File: config.mk
export PLATFORM = sky130hd
export DESIGN_NAME = rca_bcd_7seg_seq
export DESIGN_NICKNAME = d
export VERILOG_FILES = /design/src/rtl/rca_bcd_7seg_seq.sv
export SDC_FILE = /design/constraint.sdc
export NUM_CORES = 1
export LEC_CHECK = 0
export BUFFER_PORTS_ARGS = -buffer_cell sky130_fd_sc_hd__buf_2
export CAP_MARGIN = 20
export CORE_MARGIN = 10
export CORE_UTILIZATION = 60
export DETAILED_ROUTE_END_ITERATION = 10
export HOLD_SLACK_MARGIN = 0.08
export PLACE_DENSITY = 0.79
export SLEW_MARGIN = 0
export SYNTH_ARGS = -nofsm -noshare
export SYNTH_HDL_FRONTEND = slang
export SYNTH_SLANG_ARGS = --single-unit
File: constraint.sdc
create_clock -name CLK -period 5.9 [get_ports CLK]
set_clock_uncertainty 0.2 [all_clocks]
set_input_delay 1.18 -clock CLK [delete_from_list [all_inputs] [get_ports CLK]]
set_output_delay 1.18 -clock CLK [all_outputs]
set_load 0.005 [all_outputs]
File: src/rtl/rca_bcd_7seg_seq.sv
// Sequential W-bit adder with bit-serial double-dabble conversion of X, Y and the sum
// into three 7-segment banks that are refreshed together when the conversion finishes.
module rca_bcd_7seg_seq #(
   parameter int W      = 8,
   parameter int DIGITS = 3,
   parameter int LZB    = 1,
   parameter int SEG_AL = 1
) (
   input  logic                  CLK,
   input  logic                  RST,
   input  logic                  START,
   input  logic [W-1:0]          X,
   input  logic [W-1:0]          Y,
   input  logic                  C_IN,
   output logic                  BUSY,
   output logic                  DONE,
   output logic [W:0]            SUM_BIN,
   output logic                  C_OUT,
   output logic [7*DIGITS-1:0]   X7,
   output logic [7*DIGITS-1:0]   Y7,
   output logic [7*DIGITS-1:0]   S7
);

   localparam int BW = 4 * DIGITS;
   localparam int SW = BW + W + 1;
   localparam int CW = $clog2(W + 1);

   if ((64'(10) ** DIGITS) <= ((64'(1) << (W + 1)) - 64'(1))) begin : g_bad_digits
      $error("rca_bcd_7seg_seq: DIGITS too small for a W+1 bit sum");
   end

   typedef enum logic [1:0] {S_IDLE, S_LOAD, S_SHIFT, S_FIN} state_t;

   function automatic logic [6:0] seg_digit(input logic [3:0] d, input logic blank);
      logic [6:0] s;
      if (blank) begin
         s = 7'b1111111;
      end else begin
         case (d)
            4'd0:    s = 7'b1000000;
            4'd1:    s = 7'b1111001;
            4'd2:    s = 7'b0100100;
            4'd3:    s = 7'b0110000;
            4'd4:    s = 7'b0011001;
            4'd5:    s = 7'b0010010;
            4'd6:    s = 7'b0000010;
            4'd7:    s = 7'b1111000;
            4'd8:    s = 7'b0000000;
            4'd9:    s = 7'b0010000;
            default: s = 7'b1111111;
         endcase
      end
      return (SEG_AL != 0) ? s : ~s;
   endfunction

   // Walk from the top digit down so blanking stops at the first non-zero digit.
   function automatic logic [7*DIGITS-1:0] encode(input logic [BW-1:0] bcd);
      logic [7*DIGITS-1:0] o;
      logic                lead;
      logic [3:0]          d;
      logic                blank;
      o    = '0;
      lead = 1'b1;
      for (int i = DIGITS - 1; i >= 0; i--) begin
         d     = bcd[4*i +: 4];
         blank = (LZB != 0) && (i != 0) && lead && (d == 4'd0);
         if (d != 4'd0) begin
            lead = 1'b0;
         end else begin
            lead = lead;
         end
         o[7*i +: 7] = seg_digit(d, blank);
      end
      return o;
   endfunction

   state_t          r_state;
   logic [1:0]      r_sel;
   logic [CW-1:0]   r_cnt;
   logic [W-1:0]    r_x;
   logic [W-1:0]    r_y;
   logic [W:0]      r_sum;
   logic [SW-1:0]   r_sh;
   logic [BW-1:0]   r_stage_x;
   logic [BW-1:0]   r_stage_y;

   logic [W:0]      w_val;
   logic [SW-1:0]   w_adj;
   logic [SW-1:0]   w_next;
   logic [BW-1:0]   w_next_bcd;

   // Operand selection and one double-dabble step (add-3 correction then shift).
   always_comb begin
      case (r_sel)
         2'd0:    w_val = {1'b0, r_x};
         2'd1:    w_val = {1'b0, r_y};
         default: w_val = r_sum;
      endcase
      w_adj = r_sh;
      for (int i = 0; i < DIGITS; i++) begin
         if (r_sh[W+1+4*i +: 4] >= 4'd5) begin
            w_adj[W+1+4*i +: 4] = r_sh[W+1+4*i +: 4] + 4'd3;
         end else begin
            w_adj[W+1+4*i +: 4] = r_sh[W+1+4*i +: 4];
         end
      end
      w_next     = {w_adj[SW-2:0], 1'b0};
      w_next_bcd = w_next[SW-1:W+1];
   end

   // Control FSM, datapath and registered outputs.
   always_ff @(posedge CLK) begin
      if (RST) begin
         r_state   <= S_IDLE;
         r_sel     <= 2'd0;
         r_cnt     <= '0;
         r_x       <= '0;
         r_y       <= '0;
         r_sum     <= '0;
         r_sh      <= '0;
         r_stage_x <= '0;
         r_stage_y <= '0;
         BUSY      <= 1'b0;
         DONE      <= 1'b0;
         SUM_BIN   <= '0;
         C_OUT     <= 1'b0;
         X7        <= encode({BW{1'b0}});
         Y7        <= encode({BW{1'b0}});
         S7        <= encode({BW{1'b0}});
      end else begin
         DONE <= 1'b0;
         case (r_state)
            S_IDLE: begin
               if (START) begin
                  r_x     <= X;
                  r_y     <= Y;
                  r_sum   <= {1'b0, X} + {1'b0, Y} + {{W{1'b0}}, C_IN};
                  r_sel   <= 2'd0;
                  BUSY    <= 1'b1;
                  r_state <= S_LOAD;
               end else begin
                  BUSY    <= 1'b0;
               end
            end
            S_LOAD: begin
               r_sh    <= {{BW{1'b0}}, w_val};
               r_cnt   <= '0;
               r_state <= S_SHIFT;
            end
            S_SHIFT: begin
               r_sh  <= w_next;
               r_cnt <= r_cnt + CW'(1);
               if (r_cnt == CW'(W)) begin
                  case (r_sel)
                     2'd0: begin
                        r_stage_x <= w_next_bcd;
                        r_sel     <= 2'd1;
                        r_state   <= S_LOAD;
                     end
                     2'd1: begin
                        r_stage_y <= w_next_bcd;
                        r_sel     <= 2'd2;
                        r_state   <= S_LOAD;
                     end
                     default: begin
                        X7      <= encode(r_stage_x);
                        Y7      <= encode(r_stage_y);
                        S7      <= encode(w_next_bcd);
                        SUM_BIN <= r_sum;
                        C_OUT   <= r_sum[W];
                        DONE    <= 1'b1;
                        r_state <= S_FIN;
                     end
                  endcase
               end
            end
            S_FIN: begin
               BUSY    <= 1'b0;
               r_state <= S_IDLE;
            end
            default: begin
               BUSY    <= 1'b0;
               r_state <= S_IDLE;
            end
         endcase
      end
   end

endmodule
==> results of run 1 <==
==> power breakdown <==
| part | internal (mW) | switching, mW |
|---|---|---|
| combinational | 0.0943 | 0.183 |
| clock | 0.584 | 0.485 |
| sequential | 1.27 | 0.0377 |
==> per-layer routing <==
layer	wire length, microns	global-route usage [%]	vias to the layer above	part of all wire [%]
met4	437	7.853	0	2.3
met1	8701	24.67	3273	45
met2	9249	31.85	206	48
met3	1032	4.075	37	5.3
met5	0	0	-	0
li1	-	-	3579	-
==> through the flow <==
stage / std cells / hold WS, ns / util (%) / power [mW]
after CTS: 1234 / 0.2361 / 68.69 / 2.664
after detailed placement: 1203 / 0.2212 / 64.69 / 1.604
after global placement: 1203 / 0.2147 / 64.69 / 1.595
final: 1234 / 0.2324 / 68.69 / 2.650
after global routing: 1234 / 0.2428 / 68.69 / 2.759
after floorplan: 980 / 0.2132 / - / 1.538
==> how the worst max path moves through the flow <==
| stage | end | from | depth (start not counted) | slack [ns] |
|---|---|---|---|---|
| 5_1_grt | flop | r_state[0] | 11 | 1.50 |
| 2_1_floorplan | r_sum[8] | X[0] | 9 | 2.75 |
| 3_5_place_dp | flop | r_state[0] | 11 | 1.92 |
| 3_3_place_gp | flop | r_state[0] | 11 | 2.09 |
| 4_1_cts | flop | r_state[0] | 11 | 1.92 |
| 6_report | flop | r_state[0] | 11 | 1.90 |
==> logic make-up (layout without fill, tap and decap cells) <==
logic type	Yosys count	count (layout)
AO/OA/AOI/OAI	287	287
XOR/XNOR	15	15
flip-flops	180	180
multiplexers	26	26
buffers and inverters	102	176
adder cells (fa/ha/maj)	52	52
AND/OR/NAND/NOR	318	318
==> final cells by class <==
type	count	area share [%]
multi-input cells	698	46.59
flip-flops and latches	180	37.94
inverters	44	1.739
clock inverters	13	1.304
clock buffers	18	4.519
well taps	180	2.371
repair buffers	101	5.533
==> cell usage in the layout, fill, tap and decap left out, types with 4 or more instances in the layout <==
master       n
dfxtp_1    180
nand2_1    125
a21oi_1    106
nor2_1      98
buf_2       93
ha_1        49
o21ai_0     43
inv_1       40
o22a_1      33
mux2i_1     21
nor3_1      18
clkbuf_16   17
a22oi_1     16
nand3_1     15
xnor2_1     13
a211oi_1    13
nor2b_1     10
o211ai_1    10
a21o_1       9
buf_4        8
nand2b_1     7
and3_1       6
o21ai_1      6
or4_1        6
and2_1       5
o22ai_1      5
nor3_2       5
a221o_1      5
inv_6        5
nor3b_1      4
o32a_1       4
==> results.cfg, run 1 <==
[status]
status = finished clean

[synth]
post_synth_num_cell_types = 77
synth-xor-area-share_pct = 1.645
combinational_family_with_the_most_area_after_synthesis = compound AO/OA/AOI/OAI gates
netlist_top_cells_count = dfxtp_1, nand2_1, a21oi_1, nor2_1, ha_1
synth_sequential_area_ratio_pct = 42.69
synth_top_cell_by_area = dfxtp_1
synth.top_cells.by_area = dfxtp_1, ha_1, a21oi_1, nand2_1, nor2_1
ffs_w_async_s_r_synth_pct = 0
mappedNetlistNets = 1051
number_of_instances_in_the_synthesized_netlist = 980
synth-adder-area-share_pct = 7.855
syn-mean-instance-area_sq_um = 8.614
synth_edf_count = 0
synthSimpleGateAreaFrac_pct = 17.27
post-synth-top-area-fraction_pct = 42.69
post_synth_mux_area_share_pct = 3.201
synth_most_common_cell = dfxtp_1
synth_warnings = 0
yosys_most_used_dff = dfxtp_1
share_of_the_synthesized_area_in_compound_gates_ao_oa_aoi_oai_pct = 22.45
seq_cells_post_synth = 180
netlist_area_sq_um = 8442

[critical_path]
crit_slowest_cell = ha_1
critPathMaxFanout = 31
rr_worst_depth = 11
crit_arrival_ns = 4.10
r2r_start = r_state[0]
crit_path_cell_trace = inv_1 > ha_1 > and2_0 > and2_1 > nor2_1 > a211oi_2 > inv_1 > ha_1 > or2_0 > o21ai_1 > a21oi_1
timing.critical_path.buf_inv = 2
timing_worst_setup_path_type = reg -> reg
critPathTopFamily = simple AND/OR/NAND/NOR gates
critPathLaunchType = flop
crit_path_end_kind = flop
timing.reg2reg.setup_slack_ns = 1.90
worst-endpoint-required_ns = 6.00
crit_path_max_incr_delay_ns = 0.82

[flow_run]
maxCapViolCount = 0

[drt]
totalWireLength_microns = 19420
drtPass1Iterations = 5
vias = 7095
drcViolationCount = 0
wire_per_inst_microns = 15.74
via_per_inst = 5.750
dr.first_iter.drc_count = 466
drt.antenna.violating_nets = 0

[worst_hold_path]
timing.hold.worst_path_depth = 1
worst_hold_path_type = reg -> reg
timing.hold.worst_endpoint = X7[16]

[layout]
filler_cell_count = 1117
final_layout_size_suffix_gt1_share_pct = 15.09
design_area_sq_um = 9498
design.final.nets = 1113
area.sequential_sq_um = 3603
multiInputGateArea_sq_um = 4425
insertedDiodeCount = 0
syn_to_final_growth_pct = 12.51

[global_routing]
grt_first_pass_wirelength_microns = 32320
global_route.overflow_total = 0
initial_antenna_violation_count = 0
total_global_route_track_usage_pct = 19.53
grt_start_max_net_pins = 87
first_global_vias = 6612

[clock_network]
cts_max_path_buffers = 2
tritoncts = built
cts_inserted_buffers = 17
htreeDepth = 4
cts_num_sinks = 180
cts_resized = 0
clk-insertion-delay-late_ns = 0.43
cts_hold_buffers = 0
cts_setup_buffers = 0
cts_root_buf = clkbuf_16
clkTransAtPathRegs_ns = 0.07

[floorplanning]
die_x_microns = 138.6
die_area_sq_um = 19210
num_io_pins = 95
die_h_microns = 138.6
initial_cell_density_of_the_core_pct = 61.05
core_region_area_sq_um = 13830
floorplan.rows = 43

[sta]
timing.final.setup_violations = 0
post-route-period-util_pct = 67.73
setup-tns-final_ns = 0
final-max-slew-violation-count = 0
worst_slew_pin_slew_ns = 0.9924
layout_setup_ws_ns = 1.904
shortest_clock_period_the_worst_path_allows_after_layout_ns = 3.996
final_hold_viol_count = 0
maxSlewHeadroom_pct = 33.84
fmaxAchievable_mhz = 250.3
setup_repair_after_global_routing_missed_its_margin = false

[placement]
dpl_worst_slack_ns = 1.924
numPortBuffers = 94
hpwl_microns = 13570
dpl-instance-area_sq_um = 8945
place_congestion = 0.8729

[power_and_ir_drop]
power_dens_cells_nw_per_um2 = 279.0
power.leakage_nw = 3.743
peakVddDrop_mv = 0.1812
Note: power is estimated with default switching activity, not from simulation.
==> run 2, diff against run 1 <==
Settings changed: ABC_AREA from default to 1, CORE_UTILIZATION 60 to 59, PLACE_DENSITY 0.79 to 0.78.
Clock period 5.9 ns to 3.76 ns, I/O delays scaled along.
==> run 2 against run 1 <==
Sequential cell count did not move. Hold slack improved by 0.014 ns. Synthesized cell count is 16% higher. Core utilization shrank 0.99 points. Global-route usage increased by 0.47 points. Largest power group unchanged.
==> results.cfg, run 2 <==
[power_and_ir_drop]
power.leakage_nw = 4.619
report.power.total_mw = 4.524
peakVddDrop_mv = 0.3020
cellInternalPower_mw = 3.251
power_dens_cells_nw_per_um2 = 463.3
power.share.switching_pct = 28.14
comb_power_share_pct = 15.8
power_frac_seq_pct = 46.6
clock_power_share_pct = 37.6
p_sw_mw = 1.273

[global_routing]
first_global_vias = 7143
grt_start_max_net_pins = 36
grt_first_pass_wirelength_microns = 33610
total_global_route_track_usage_pct = 20.01
global_route.overflow_total = 0
initial_antenna_violation_count = 0

[clock_network]
cts_root_buf = clkbuf_16
cts_hold_buffers = 0
cts_max_path_buffers = 2
cts_setup_buffers = 0
tritoncts = built
clkTransAtPathRegs_ns = 0.06
cts_resized = 0
cts_inserted_buffers = 17
htreeDepth = 4
cts_num_sinks = 180
clk-insertion-delay-late_ns = 0.43

[synth]
syn-mean-instance-area_sq_um = 7.585
post-synth-top-area-fraction_pct = 41.78
synth_most_common_cell = nand2_1
synth_warnings = 0
seq_cells_post_synth = 180
synth_top_cell_by_area = dfxtp_1
yosys_most_used_dff = dfxtp_1
synth_sequential_area_ratio_pct = 41.78
ffs_w_async_s_r_synth_pct = 0
netlist_area_sq_um = 8625
number_of_instances_in_the_synthesized_netlist = 1137
mappedNetlistNets = 1208
post_synth_num_cell_types = 47
synth_edf_count = 0
netlist_top_cells_count = nand2_1, dfxtp_1, inv_1, a21oi_1, o21ai_0
synth.top_cells.by_area = dfxtp_1, nand2_1, ha_1, a21oi_1, o21ai_0

[layout]
final_layout_size_suffix_gt1_share_pct = 17.97
layout.cells.most_common_list = nand2_1, dfxtp_1, inv_1
design.final.nets = 1289
final_common_cell = nand2_1
filler_cell_count = 1200
syn_to_final_growth_pct = 13.23
finalNonFillerCells = 1414
finish.utilization_pct = 67.70
insertedDiodeCount = 0

[drt]
drt.antenna.violating_nets = 0
dr.first_iter.drc_count = 495
via_per_inst = 5.315
vias = 7516
drcViolationCount = 0
wire_per_inst_microns = 13.79
totalWireLength_microns = 19490
drtPass1Iterations = 5

[critical_path]
critPathTopFamily = buffers and inverters
crit_path_cell_trace = inv_1 > ha_1 > inv_2 > nor2_8 > nand2_2 > inv_2 > buf_4 > nand2_1 > o21ai_0 > inv_1
crit_slowest_cell = buf_4
critPathMaxFanout = 35
crit_path_end_kind = flop
timing_worst_setup_path_type = reg -> reg
crit_arrival_ns = 2.73
crit_path_max_incr_delay_ns = 0.35
critPathLaunchType = flop
timing.critical_path.buf_inv = 5
worst-endpoint-required_ns = 3.88

[floorplanning]
floorplan.rows = 44
die_h_microns = 140.9
core_region_area_sq_um = 14420
die_x_microns = 140.9
initial_cell_density_of_the_core_pct = 59.79
die_area_sq_um = 19850
num_io_pins = 95

[sta]
worst_slew_pin_slew_ns = 1.030
maxSlewHeadroom_pct = 30.69
final_hold_viol_count = 0
setup-tns-final_ns = 0
post-route-period-util_pct = 69.39
setup_repair_after_global_routing_missed_its_margin = false
final-max-slew-violation-count = 0
timing.final.setup_violations = 0
fmaxAchievable_mhz = 383.3
worst_hold_slack_after_final_layout_ns = 0.2468
shortest_clock_period_the_worst_path_allows_after_layout_ns = 2.609

[status]
status = finished clean

[placement]
place_inst = 1383
hpwl_microns = 13920
place_congestion = 0.9266
numPortBuffers = 94

[worst_hold_path]
worst_hold_path_type = reg -> reg

[flow_run]
maxCapViolCount = 0
## run 2: cell types whose count changed after synthesis, sizes merged, moves of 17 or more
cell    before  now
o21ai       49  119
o22a        33    0
nor3        23    3
nor2        98   65
mux2i       21    0
clkbuf      34   17
inv         43  137
nand3       16   84
a22oi       17    0
nand2      125  291
## run 2: worst min-delay path: cells and delay by family (launching register included)
kind	cells	cell delay, ns
and+or+nand+nor	1	0.05
DFF	1	0.30
AOI/OAI and AO/OA	1	0.07
## run 2: area by class of cell
| cell class | instances | area, sq um | area share (%) |
|---|---|---|---|
| Clock inverter | 7 | 73.82 | 0.7559 |
| Sequential cell | 180 | 3603 | 36.90 |
| Clock buffer | 24 | 491.7 | 5.035 |
| Timing Repair Buffer | 102 | 530.5 | 5.432 |
| Inverter | 140 | 535.5 | 5.484 |
| Multi-Input combinational cell | 777 | 4300 | 44.04 |
| Tap cell | 184 | 230.2 | 2.357 |
## run 2: power groups by stage
stage	clock network (mW)	registers, mW	logic, mW
after global placement	0	2.15	0.697
after global routing	1.80	2.12	0.819
after detailed placement	0	2.15	0.708
after floorplan	0	2.12	0.545
after CTS	1.72	2.11	0.711
final	1.70	2.11	0.714
## run 2: cell families (layout without fill, tap and decap cells)
kind of cell | after synthesis | in the layout | share of synthesized area [%]
and+or+nand+nor | 459 | 459 | 23.57
AOI/OAI and AO/OA | 262 | 262 | 18.18
xor gates and xnor gates | 5 | 5 | 0.5077
buffers and inverters | 180 | 273 | 8.385
adders and majority gates | 51 | 51 | 7.573
DFF | 180 | 180 | 41.78
## run 2: metrics by stage
step	worst slack, ns	instance area, sq um
global route	0.8815	9766
detailed placement	1.024	9200
finish	1.151	9766
CTS	1.145	9766
global placement	1.092	9200
floorplan	1.392	8625
## run 2: path summary, 6_finish.rpt
check / from / to / slack [ns] / depth (start not counted)
worst min-delay path: flop / Y7[9] / 0.25 / 2
worst max-delay path: r_state[0] / S7[4] / 1.15 / 10
worst min register to register: flop / Y7[9] / 0.25 / 2
worst max register to register: r_state[0] / S7[4] / 1.15 / 10
## run 2: layer usage
layer | part of all wire [%] | up-vias | track usage (%)
li1 | - | 3868 | -
met1 | 47 | 3431 | 25.58
met2 | 46 | 183 | 32.27
met3 | 5.6 | 34 | 4.971
met4 | 1.6 | 0 | 6.576
met5 | 0 | - | 0
==> run 3, diff against run 2 <==
Clock period 3.76 ns to 2.45 ns, I/O delays scaled along.
==> run 3 against run 2 <==
Design area rose by 3.7%. Power rose by 64%. Clock-buffer cell count fell by 5. Via count rose by 1.6%. Global-route usage fell by 0.26 points. Die area did not move.
==> results.cfg, run 3 (synthesis gave the netlist of run 2 again) <==
[clock_network]
clkTransAtPathRegs_ns = 0.07
cts_max_path_buffers = 2
cts_hold_buffers = 0
cts_root_buf = clkbuf_16
cts_inserted_buffers = 17
tritoncts = built
htreeDepth = 4
cts_num_sinks = 180
clk-insertion-delay-late_ns = 0.43

[sta]
fmaxAchievable_mhz = 430.7
post-route-period-util_pct = 94.76
shortest_clock_period_the_worst_path_allows_after_layout_ns = 2.322
setup-tns-final_ns = 0
worst_slew_pin_slew_ns = 0.7365
timing.final.setup_violations = 0
worst_hold_slack_after_final_layout_ns = 0.1254
final_hold_viol_count = 0
maxSlewHeadroom_pct = 50.85
final-max-slew-violation-count = 0

[global_routing]
total_global_route_track_usage_pct = 19.74
initial_antenna_violation_count = 0
grt_start_max_net_pins = 80
grt_first_pass_wirelength_microns = 33170
first_global_vias = 7211
global_route.overflow_total = 0

[layout]
filler_cell_count = 1190
final_common_cell = nand2_1
syn_to_final_growth_pct = 17.39
insertedDiodeCount = 0
final_layout_size_suffix_gt1_share_pct = 20.37
finish.utilization_pct = 70.19
layout.cells.most_common_list = nand2_1, dfxtp_1, inv_1
design.final.nets = 1311

[critical_path]
crit_path_end_kind = flop
crit_arrival_ns = 2.44
critPathMaxFanout = 17
rr_worst_depth = 13
worst-endpoint-required_ns = 2.57
r2r_start = r_state[0]
timing_worst_setup_path_type = reg -> reg
timing.reg2reg.setup_slack_ns = 0.13
critPathLaunchType = flop

[drt]
drt.antenna.violating_nets = 0
dr.first_iter.drc_count = 530
vias = 7640
drcViolationCount = 0
totalWireLength_microns = 20040
wire_per_inst_microns = 13.96
via_per_inst = 5.320
drtPass1Iterations = 6

[placement]
place_congestion = 0.9149
numPortBuffers = 94
hpwl_microns = 14030

[floorplanning]
core_region_area_sq_um = 14420
num_io_pins = 95
floorplan.rows = 44
initial_cell_density_of_the_core_pct = 59.79
die_area_sq_um = 19850
die_x_microns = 140.9
die_h_microns = 140.9

[power_and_ir_drop]
peakVddDrop_mv = 0.4528
report.power.total_mw = 7.440
power_dens_cells_nw_per_um2 = 734.9
power.leakage_nw = 4.777

[worst_hold_path]
timing.hold.worst_endpoint = r_y[4]
worst_hold_path_type = in -> reg
min_from = Y[4]
timing.hold.worst_path_depth = 3

[status]
status = finished clean

[flow_run]
maxCapViolCount = 0
-- run 3: stage by stage --
step	setup slack (ns)	cell area [sq um]	cells
after floorplan	0.2428	8625	1137
after global placement	0.09772	9340	1400
after detailed placement	0.003930	9340	1400
after CTS	-0.01392	10000	1431
after global routing	-0.02748	10120	1436
final	0.1283	10120	1436
-- run 3: worst max-delay path, stage by stage, from the launching register on --
cell     delay [ns]
dfxtp_1        0.32
inv_2          0.09
ha_2           0.22
inv_2          0.09
nor2_8         0.20
nand2_8        0.16
a21oi_1        0.20
o21ai_2        0.10
buf_4          0.16
ha_1           0.18
inv_1          0.05
nand2_1        0.06
nand3_1        0.10
nand2_1        0.06
-- run 3: final cells by class --
class | instances | area, sq um | area share, %
clock buffers | 19 | 432.9 | 4.276
multi-input cells | 777 | 4385 | 43.31
inverters | 140 | 535.5 | 5.289
flip-flops and latches | 180 | 3606 | 35.62
repair buffers | 124 | 708.2 | 6.995
well taps | 184 | 230.2 | 2.274
clock inverters | 12 | 226.5 | 2.237
-- run 3: where the power goes --
part           switching [mW]  internal [mW]  total, mW
Clock                    1.15           1.91       3.06
Sequential              0.120           3.12       3.24
Combinational           0.744          0.394       1.14
-- run 3: layer usage --
layer	share of wire (%)	global-route usage, %	vias up
met2	47	32.59	181
met3	6.0	5.375	25
li1	-	-	3915
met4	1.3	6.685	0
met1	45	24.28	3519
met5	0	0	-
-- run 3: how the worst max path moves through the flow --
stage,from,end
4_1_cts,r_state[0],flop
5_1_grt,r_sh[17],flop
3_5_place_dp,r_state[0],flop
3_3_place_gp,X[0],r_sum[6]
2_1_floorplan,r_state[0],flop
6_report,r_state[0],flop
-- run 3: what timing repair did --
action                                  4_1_cts  5_1_grt
endpoints found under the setup margin        2       23
gates cloned                                  0        0
setup buffers                                 0        5
pin swaps                                     0        6
resized for setup                             0       19
